File: config.mk
export PLATFORM = sky130hd
export DESIGN_NAME = demux_frame_driver
export DESIGN_NICKNAME = d
export VERILOG_FILES = /design/src/rtl/demux_frame_driver.sv
export SDC_FILE = /design/constraint.sdc
export NUM_CORES = 1
export LEC_CHECK = 0
export CAP_MARGIN = 10
export CORE_AREA = 2 2 39 41
export CTS_BUF_LIST = sky130_fd_sc_hd__clkbuf_2 sky130_fd_sc_hd__clkbuf_4 sky130_fd_sc_hd__clkbuf_8
export CTS_CLUSTER_DIAMETER = 30
export DETAILED_ROUTE_END_ITERATION = 6
export DIE_AREA = 0 0 41 43
export DONT_BUFFER_PORTS = 1
export GPL_TIMING_DRIVEN = 0
export PLACE_DENSITY = 0.77
export RECOVER_POWER = 50
export SLEW_MARGIN = 0
export SYNTH_ARGS = -nofsm -noshare
export SYNTH_HDL_FRONTEND = slang
export SYNTH_SLANG_ARGS = --single-unit
File: constraint.sdc
create_clock -name clk -period 1.8 [get_ports clk]
set_input_delay 0.36 -clock clk [delete_from_list [all_inputs] [get_ports clk]]
set_output_delay 0.36 -clock clk [all_outputs]
set_load 0.02 [all_outputs]
File: src/rtl/demux_frame_driver.sv
// Serial-to-demux feeder: latches a 3-bit channel header into sel, then replays the
// payload bits on dout one per accepted cycle; frames to masked channels are swallowed.
module demux_frame_driver #(
  parameter int unsigned PAYLOAD_BITS = 8
) (
  input  logic       clk,
  input  logic       rst,
  input  logic       s_valid,
  input  logic       s_data,
  output logic       s_ready,
  input  logic [7:0] chan_mask,
  output logic [2:0] sel,
  output logic       dout,
  output logic       active,
  output logic       frame_done,
  output logic       frame_drop
);

  localparam int unsigned CntW = $clog2(PAYLOAD_BITS + 1);
  localparam logic [CntW-1:0] LastCnt = CntW'(PAYLOAD_BITS - 1);

  typedef enum logic [1:0] {StHdr, StData, StGap} state_e;

  state_e          state_q, state_d;
  logic [1:0]      hdr_cnt_q, hdr_cnt_d;
  logic [1:0]      hdr_q, hdr_d;
  logic [CntW-1:0] pay_cnt_q, pay_cnt_d;
  logic            en_q, en_d;
  logic [2:0]      sel_q, sel_d;
  logic            dout_q, dout_d;
  logic            active_q, active_d;
  logic            done_q, done_d;
  logic            drop_q, drop_d;
  logic            accept;
  logic [2:0]      hdr_sel;

  assign s_ready = (state_q != StGap);
  assign accept  = s_valid & s_ready;
  assign hdr_sel = {hdr_q, s_data};

  always_comb begin
    state_d   = state_q;
    hdr_cnt_d = hdr_cnt_q;
    hdr_d     = hdr_q;
    pay_cnt_d = pay_cnt_q;
    en_d      = en_q;
    sel_d     = sel_q;
    // Payload outputs are single-cycle: anything not refreshed by an accept drops to 0.
    dout_d    = 1'b0;
    active_d  = 1'b0;
    done_d    = 1'b0;
    drop_d    = 1'b0;
    unique case (state_q)
      StHdr: begin
        if (accept) begin
          if (hdr_cnt_q == 2'd2) begin
            sel_d     = hdr_sel;
            en_d      = chan_mask[hdr_sel];
            pay_cnt_d = '0;
            hdr_cnt_d = 2'd0;
            state_d   = StData;
          end else begin
            hdr_d     = {hdr_q[0], s_data};
            hdr_cnt_d = hdr_cnt_q + 2'd1;
          end
        end
      end
      StData: begin
        if (accept) begin
          dout_d    = s_data & en_q;
          active_d  = en_q;
          pay_cnt_d = pay_cnt_q + CntW'(1);
          if (pay_cnt_q == LastCnt) begin
            done_d  = en_q;
            drop_d  = ~en_q;
            state_d = StGap;
          end
        end
      end
      StGap: begin
        hdr_cnt_d = 2'd0;
        state_d   = StHdr;
      end
      default: state_d = StHdr;
    endcase
  end

  always_ff @(posedge clk) begin
    if (rst) begin
      state_q   <= StHdr;
      hdr_cnt_q <= 2'd0;
      hdr_q     <= 2'd0;
      pay_cnt_q <= '0;
      en_q      <= 1'b0;
      sel_q     <= 3'd0;
      dout_q    <= 1'b0;
      active_q  <= 1'b0;
      done_q    <= 1'b0;
      drop_q    <= 1'b0;
    end else begin
      state_q   <= state_d;
      hdr_cnt_q <= hdr_cnt_d;
      hdr_q     <= hdr_d;
      pay_cnt_q <= pay_cnt_d;
      en_q      <= en_d;
      sel_q     <= sel_d;
      dout_q    <= dout_d;
      active_q  <= active_d;
      done_q    <= done_d;
      drop_q    <= drop_d;
    end
  end

  assign sel        = sel_q;
  assign dout       = dout_q;
  assign active     = active_q;
  assign frame_done = done_q;
  assign frame_drop = drop_q;

endmodule
# After elaboration in Yosys (flattened, before gate mapping)
# Cells that the tools add are included.
# totals
regBits,18
output_inout_bits,8
word_cells,53
inputBits,12
# op_classes
bitwise,7
n_reduce_logical,10
order_cmp,1
n_mux,14
n_addsub,2
n_eq_ne,9
# op_table
op,count
$mux 2,6
$mux 4,3
$ne 2x2->1 const B,5
$pmux 2 s2,2
$pmux 4 s2,1
$reduce_and 4->1,2
$reduce_and 3->1,2
$not 1->1,5
$add 4x1->4 const B,1
$eq 2x2->1 const B,2
$eq 4x3->1 const B,1
$lt 3x4->1 const B,1
$reduce_bool 2->1,2
$reduce_or 4->1,1
$bmux 1 s3,1
$reduce_or 3->1,1
$add 2x1->2 const B,1
$and 1x1->1,2
$eq 2x1->1 const B,1
$logic_not 2->1,1
$reduce_and 2->1,1
$mux 1,1

# Logic depth before layout (Yosys ltp)
# Gate-level depths: netlist (run 1).
# logic_depth
ltp_word,4
ltp_mapped,5
ltp_nobuf,4

# Least setup slack after synthesis (run 1)
# No wires, ideal clock.
# synth_timing
path_type,input-to-reg
startpoint,in s_data
endpoint,reg en_q
arrival_time_ns,1.061
required_ns,1.667
cell_stages,3
setup_time_ns,0.133
path_slack_ns,0.606
n_path_buf,0
path_cell_list,mux4_2 > mux2i_1 > a211oi_2
# synth_via
elab_chain_len,2
# synth_lines
element,line_no,text
from (decl),9,"input logic s_data,"
$bmux 1 s3,58,en_d = chan_mask[hdr_sel];
$mux 1 (implied by the code),58,
to (signal assigned),105,en_q <= en_d;
to (decl),28,"logic en_q, en_d;"
# Every way passes these cells. The select of a mux whose other input is x is not followed.
# A chain may end at the register's enable or synchronous reset.

# Worst setup path after layout (run 1)
# layout_timing
startpoint,reg state_q[0]
endpoint,out s_ready
# layout_via
elab_chain_len,1
# layout_lines
element,line_no,text
from (decl),24,"state_e state_q, state_d;"
from (signal assigned),90,state_q <= StHdr;
from (signal assigned),101,state_q <= state_d;
$ne 2x2->1,37,assign s_ready = (state_q != StGap);
to (decl),10,"output logic s_ready,"
# Every way passes these cells.

==> flow_metrics.py, run 1 <==
metrics = {
    "status": {
        "status": "completed",
    },
    "timing": {
        "finalWorstSetupSlack_ns": 0.215,
        "hold_viol": 0,
        "finalSetupViolCount": 0,
        "fmax_ghz": 0.631,
        "final.period_utilization_pct": 88.0,
        "rsz0062_at_grt": "false",
        "worstMarginPinSlew_ns": 0.460,
        "relSlewSlack_pct": 69.3,
        "slew_violations": 0,
        "setup_tns_ns": 0,
        "period_minus_slack_ns": 1.58,
        "skew_ns": 0.00165,
    },
    "cts": {
        "cts-htree-levels": 1,
        "cts_tree": "done",
        "cts_sinks": 18,
        "postCtsSetupBuffers": 0,
        "insertion_delay_ns": 0.27,
        "cts_hold_buf": 0,
        "clk_pin_slew_ns": 0.09,
        "cts_buffer_depth": 2,
        "cts-root-buf": "clkbuf_4",
        "cts_buffers": 3,
        "cts.repair.resized": 0,
    },
    "layout": {
        "final_util_pct": 58.6,
        "area_growth_pct": 3.51,
        "diodes": 0,
        "drive_above_1_share_pct": 8.33,
        "fillerInstances": 128,
        "nNetsFinal": 99,
    },
    "synthesis": {
        "synth_cell_type_count": 26,
        "async_flop_share_pct": 0,
        "synth_area_leaders": "dfxtp_1 46%, mux4_2 5.8%, a21oi_1 5.1%",
        "yosysWarningCount": 0,
        "seq_area_frac_synth_pct": 46.0,
        "synth_most_common_cell": "dfxtp_1",
        "synth_common_cells": "18 x dfxtp_1, 9 x nor2_1, 8 x a21oi_1, 8 x nand2_1",
        "yosys.area.top_type_share_pct": 46.0,
        "syn-cell-area_um2": 783,
        "synth_edf_count": 0,
        "synthFlopType": "dfxtp_1",
        "avgSynthCellArea_um2": 9.67,
        "syn-num-nets": 94,
        "syn-instance-count": 81,
        "synth_top_cell_by_area": "dfxtp_1",
        "ys_seq_elements": 18,
    },
    "critical_path": {
        "arrival_ns": 1.22,
        "path_cells": "clkbuf_1, nand2b_1",
        "critPathLaunchType": "flop",
        "cp.required_ns": 1.44,
        "cp_slowest_cell": "dfxtp_1",
        "worst_setup_path_end_kind": "primary output",
        "worstPathMaxFanout": 10,
        "crit_path_max_incr_delay_ns": 0.36,
        "critPathKind": "flop to primary output",
    },
    "pwr": {
        "ir_drop_uv": 389,
        "p_per_area_nw_per_um2": 798,
        "power_uw": 647,
        "power.leakage_nw": 0.281,
    },
    "die": {
        "die_y_um": 43,
        "ios": 20,
        "die-area_um2": 1760,
        "num_rows": 14,
        "start_util_pct": 56.6,
        "core_um2": 1380,
        "die_x_um": 41,
    },
    "global_routing": {
        "grt_use_total_pct": 17.5,
        "grt_max_degree": 11,
        "grt_pass1_wl_um": 2050,
        "gr-total-overflow": 0,
        "grt_pass1_vias": 479,
        "antenna_found_initial": 0,
    },
    "placement": {
        "pre_cts_ws_ns": 0.435,
        "io_buffers": 0,
        "hpwl_um": 983,
        "globalplace.congestion": 0.778,
    },
    "detailed_routing": {
        "vias": 578,
        "vias_per_cell": 5.78,
        "routed_wl_um": 1280,
        "wl_per_cell_um": 12.8,
        "drc": 0,
        "ant_nets": 0,
        "drt_pre_antenna_iters": 4,
        "dr.first_iter.drc_count": 7,
    },
    "min_path": {
        "holdCritPathClass": "primary input to flop",
    },
    "flow_run": {
        "maxCapViolCount": 0,
    },
}
[sequential cells by signal, summed over array words and instances (netlist names)]
register and flops:
en_q 1, active 1, hdr_q 2, hdr_cnt_q 2, pay_cnt_q 4, frame_drop 1, sel 3, state_q 2
frame_done 1, dout 1
[cell usage in the layout (no fill, tap or decap)]
cell / Yosys / final
dfxtp_1: 18 / 18
nor2_1: 9 / 9
a21oi_1: 8 / 8
nand2_1: 8 / 8
nand2b_1: 3 / 3
nand3b_1: 3 / 3
mux2i_1: 3 / 3
nor3_1: 3 / 3
clkbuf_4: 0 / 3
clkbuf_1: 1 / 2
nor3b_1: 1 / 2
nor4_1: 2 / 2
nor2b_1: 2 / 2
o21ai_0: 2 / 2
o211ai_1: 2 / 2
xor2_1: 2 / 2
mux4_2: 2 / 2
and2_0: 0 / 1
nor4b_1: 1 / 1
buf_1: 1 / 1
or4b_1: 1 / 1
and2_1: 2 / 1
buf_4: 2 / 1
a32oi_1: 1 / 1
and3_1: 1 / 1
a211oi_2: 1 / 1
ha_1: 1 / 1
[through the flow]
| step | hold WS (ns) | instance area [um^2] | instances |
|---|---|---|---|
| after global routing | 0.186 | 811 | 100 |
| after global placement | 0.467 | 803 | 97 |
| after floorplan | 0.432 | 783 | 81 |
| after CTS | 0.192 | 826 | 100 |
| final | 0.204 | 811 | 100 |
| after detailed placement | 0.474 | 803 | 97 |
[power by group]
part,internal [mW],switching [mW]
Combinational,0.0247,0.0248
Sequential,0.406,0.00856
Clock,0.0774,0.106
[cell families (layout without fill, tap and decap cells)]
family | Yosys count | count (layout) | share of synthesized area, %
AND/OR/NAND/NOR | 37 | 37 | 26.7
flip-flops | 18 | 18 | 46.0
AO/OA/AOI/OAI | 14 | 14 | 11.0
multiplexers | 5 | 5 | 9.58
buffers and inverters | 4 | 7 | 2.87
XOR/XNOR | 2 | 2 | 2.24
adder cells (fa/ha/maj) | 1 | 1 | 1.60
[final timing paths]
| check | from | end | slack (ns) | depth (start not counted) |
|---|---|---|---|---|
| max | state_q[0] | s_ready | 0.22 | 2 |
| min | s_data | dout | 0.20 | 1 |
| max reg2reg | state_q[1] | en_q | 0.38 | 5 |
| min reg2reg | hdr_q[1] | sel[2] | 0.49 | 2 |
[final cells by class]
cell class / count / area [um^2] / share of cell area, %
flip-flops and latches: 18 / 360 / 44.4
plain buffers: 4 / 18.8 / 2.31
clock buffers: 3 / 22.5 / 2.78
multi-input cells: 59 / 389 / 48.0
well taps: 16 / 20.0 / 2.47
[per-layer routing]
| layer | share of wire (%) | vias to the layer above | GRT usage, % | wire, um |
|---|---|---|---|---|
| li1 | - | 295 | - | - |
| met1 | 49 | 272 | 24.7 | 625 |
| met2 | 47 | 9 | 24.1 | 603 |
| met3 | 3.1 | 2 | 4.71 | 40 |
| met4 | 0.94 | 0 | 8.00 | 12 |
| met5 | 0 | - | 0 | 0 |
[critical path, delay by kind of cell, from the launching register on]
family | cells | cell delay (ns)
flip-flops | 1 | 0.36
buffers and inverters | 1 | 0.31
AND/OR/NAND/NOR | 1 | 0.28
Power figures use the tool's default switching activity.
==> inputs of run 2 (changes only) <==
--- a/config.mk
+++ b/config.mk
@@ -6,14 +6,16 @@
 export NUM_CORES = 1
 export LEC_CHECK = 0
 export CAP_MARGIN = 10
-export CORE_AREA = 2 2 39 41
+export CELL_PAD_IN_SITES_DETAIL_PLACEMENT = 1
+export CELL_PAD_IN_SITES_GLOBAL_PLACEMENT = 1
+export CORE_MARGIN = 2
+export CORE_UTILIZATION = 51
 export CTS_BUF_LIST = sky130_fd_sc_hd__clkbuf_2 sky130_fd_sc_hd__clkbuf_4 sky130_fd_sc_hd__clkbuf_8
 export CTS_CLUSTER_DIAMETER = 30
 export DETAILED_ROUTE_END_ITERATION = 6
-export DIE_AREA = 0 0 41 43
 export DONT_BUFFER_PORTS = 1
 export GPL_TIMING_DRIVEN = 0
-export PLACE_DENSITY = 0.77
+export PLACE_DENSITY = 0.87
 export RECOVER_POWER = 50
 export SLEW_MARGIN = 0
 export SYNTH_ARGS = -nofsm -noshare
==> run 2 against run 1 <==
Net effect: total power up 3.3%; design area up 1.9%; sequential share of layout area down 0.81 points; largest power group unchanged; highest routed layer unchanged.
==> flow_metrics.py, run 2 (same netlist as run 1, synthesis figures left out) <==
metrics = {
    "status": {
        "status": "completed",
    },
    "critical_path": {
        "worstPathMaxFanout": 10,
        "cp.required_ns": 1.44,
        "critPathLaunchType": "flop",
        "worst_setup_path_end_kind": "primary output",
        "r2r_slack_ns": 0.40,
        "arrival_ns": 1.12,
        "critPathKind": "flop to primary output",
    },
    "die": {
        "die-area_um2": 1870,
        "core_um2": 1470,
        "start_util_pct": 53.2,
        "die_x_um": 43.2,
        "num_rows": 14,
        "die_y_um": 43.2,
        "ios": 20,
    },
    "placement": {
        "globalplace.congestion": 0.714,
        "io_buffers": 0,
        "dpl.cell_count": 97,
        "dpl_cell_area_um2": 803,
        "hpwl_um": 1220,
    },
    "cts": {
        "cts-htree-levels": 1,
        "insertion_delay_ns": 0.29,
        "cts_buffer_depth": 2,
        "cts_hold_buf": 0,
        "cts_tree": "done",
        "postCtsSetupBuffers": 0,
        "clk_pin_slew_ns": 0.10,
        "cts_sinks": 18,
        "cts.repair.resized": 0,
        "cts_buffers": 3,
        "cts-root-buf": "clkbuf_4",
    },
    "layout": {
        "fillerInstances": 177,
        "nNetsFinal": 99,
        "regMostFlops": "pay_cnt_q",
        "fin_area_um2": 826,
        "area_growth_pct": 5.43,
        "multi_input_area_um2": 400,
        "largest_reg_flops": 4,
        "stdcell_count": 100,
        "regArea_um2": 360,
        "diodes": 0,
        "final_util_pct": 56.1,
        "final_cell_mix": "18 x dfxtp_1, 9 x nor2_1, 8 x a21oi_1, 8 x nand2_1",
        "drive_above_1_share_pct": 10.7,
        "final_common_cell": "dfxtp_1",
    },
    "pwr": {
        "p_switching_uw": 158,
        "p_per_area_nw_per_um2": 810,
        "ir_drop_uv": 602,
        "seq_power_share_pct": 62.0,
        "power.leakage_nw": 0.291,
        "combinationalPowerShare_pct": 8.0,
        "cell_internal_pwr_uw": 511,
        "p_clk_share_pct": 30.0,
        "switching_share_pct": 23.6,
    },
    "timing": {
        "worstMarginPinSlew_ns": 0.481,
        "finalSetupViolCount": 0,
        "hold_viol": 0,
        "skew_ns": 0.00209,
        "fmax_ghz": 0.674,
        "slew_violations": 0,
        "setup_tns_ns": 0,
        "rsz0062_at_grt": "false",
        "whs_ns": 0.180,
        "period_minus_slack_ns": 1.48,
        "relSlewSlack_pct": 68.0,
        "final.period_utilization_pct": 82.5,
    },
    "global_routing": {
        "grt_max_degree": 11,
        "gr-total-overflow": 0,
        "grt_pass1_wl_um": 2700,
        "grt_pass1_vias": 590,
        "grt_use_total_pct": 20.5,
        "antenna_found_initial": 0,
    },
    "detailed_routing": {
        "routed_wl_um": 1630,
        "wl_per_cell_um": 16.3,
        "drc": 0,
        "vias": 613,
        "dr.first_iter.drc_count": 13,
        "vias_per_cell": 6.13,
        "drt_pre_antenna_iters": 4,
        "ant_nets": 0,
    },
    "flow_run": {
        "maxCapViolCount": 0,
    },
    "min_path": {
        "holdCritPathClass": "primary input to flop",
    },
}
[run 2: cell types whose count changed in the layout (fill, tap and decap cells not counted)]
cell | before | now
nor3b_4 | 0 | 1
nor3b_1 | 2 | 1
and2_0 | 1 | 0
and2_1 | 1 | 2
buf_1 | 1 | 0
buf_4 | 1 | 2
[run 2: critical path: stages (launching register included)]
cell and delay [ns]:
dfxtp_1 0.40, buf_4 0.19, nand2b_1 0.24
[run 2: layout make-up]
| type | instances | share of cell area [%] |
|---|---|---|
| flip-flops and latches | 18 | 43.6 |
| multi-input cells | 59 | 48.5 |
| well taps | 16 | 2.42 |
| plain buffers | 4 | 2.73 |
| clock buffers | 3 | 2.73 |
[run 2: final timing paths]
| path | startpoint | end | cells past startpoint |
|---|---|---|---|
| max | state_q[0] | s_ready | 2 |
| min | s_data | dout | 1 |
| min reg2reg | hdr_q[1] | sel[2] | 2 |
| max reg2reg | hdr_cnt_q[1] | en_q | 5 |
[run 2: metrics by stage]
stage,setup slack (ns),power (mW)
floorplan,0.606,0.467
finish,0.315,0.669
CTS,0.303,0.677
detailed placement,0.440,0.477
global route,0.270,0.693
global placement,0.457,0.475
[run 2: metal layers]
| metal | up-vias | GRT usage, % | share of wire (%) |
|---|---|---|---|
| met5 | - | 0 | 0 |
| met2 | 17 | 32.5 | 52 |
| li1 | 295 | - | - |
| met3 | 8 | 5.11 | 4.4 |
| met1 | 293 | 24.3 | 41 |
| met4 | 0 | 12.7 | 3.1 |
[run 2: power groups by stage]
stage | clock network (mW) | registers, mW | logic (mW)
5_1_grt | 0.218 | 0.416 | 0.0597
6_report | 0.201 | 0.415 | 0.0534
3_3_place_gp | 0 | 0.423 | 0.0512
3_5_place_dp | 0 | 0.424 | 0.0534
2_1_floorplan | 0 | 0.422 | 0.0451
4_1_cts | 0.209 | 0.415 | 0.0537
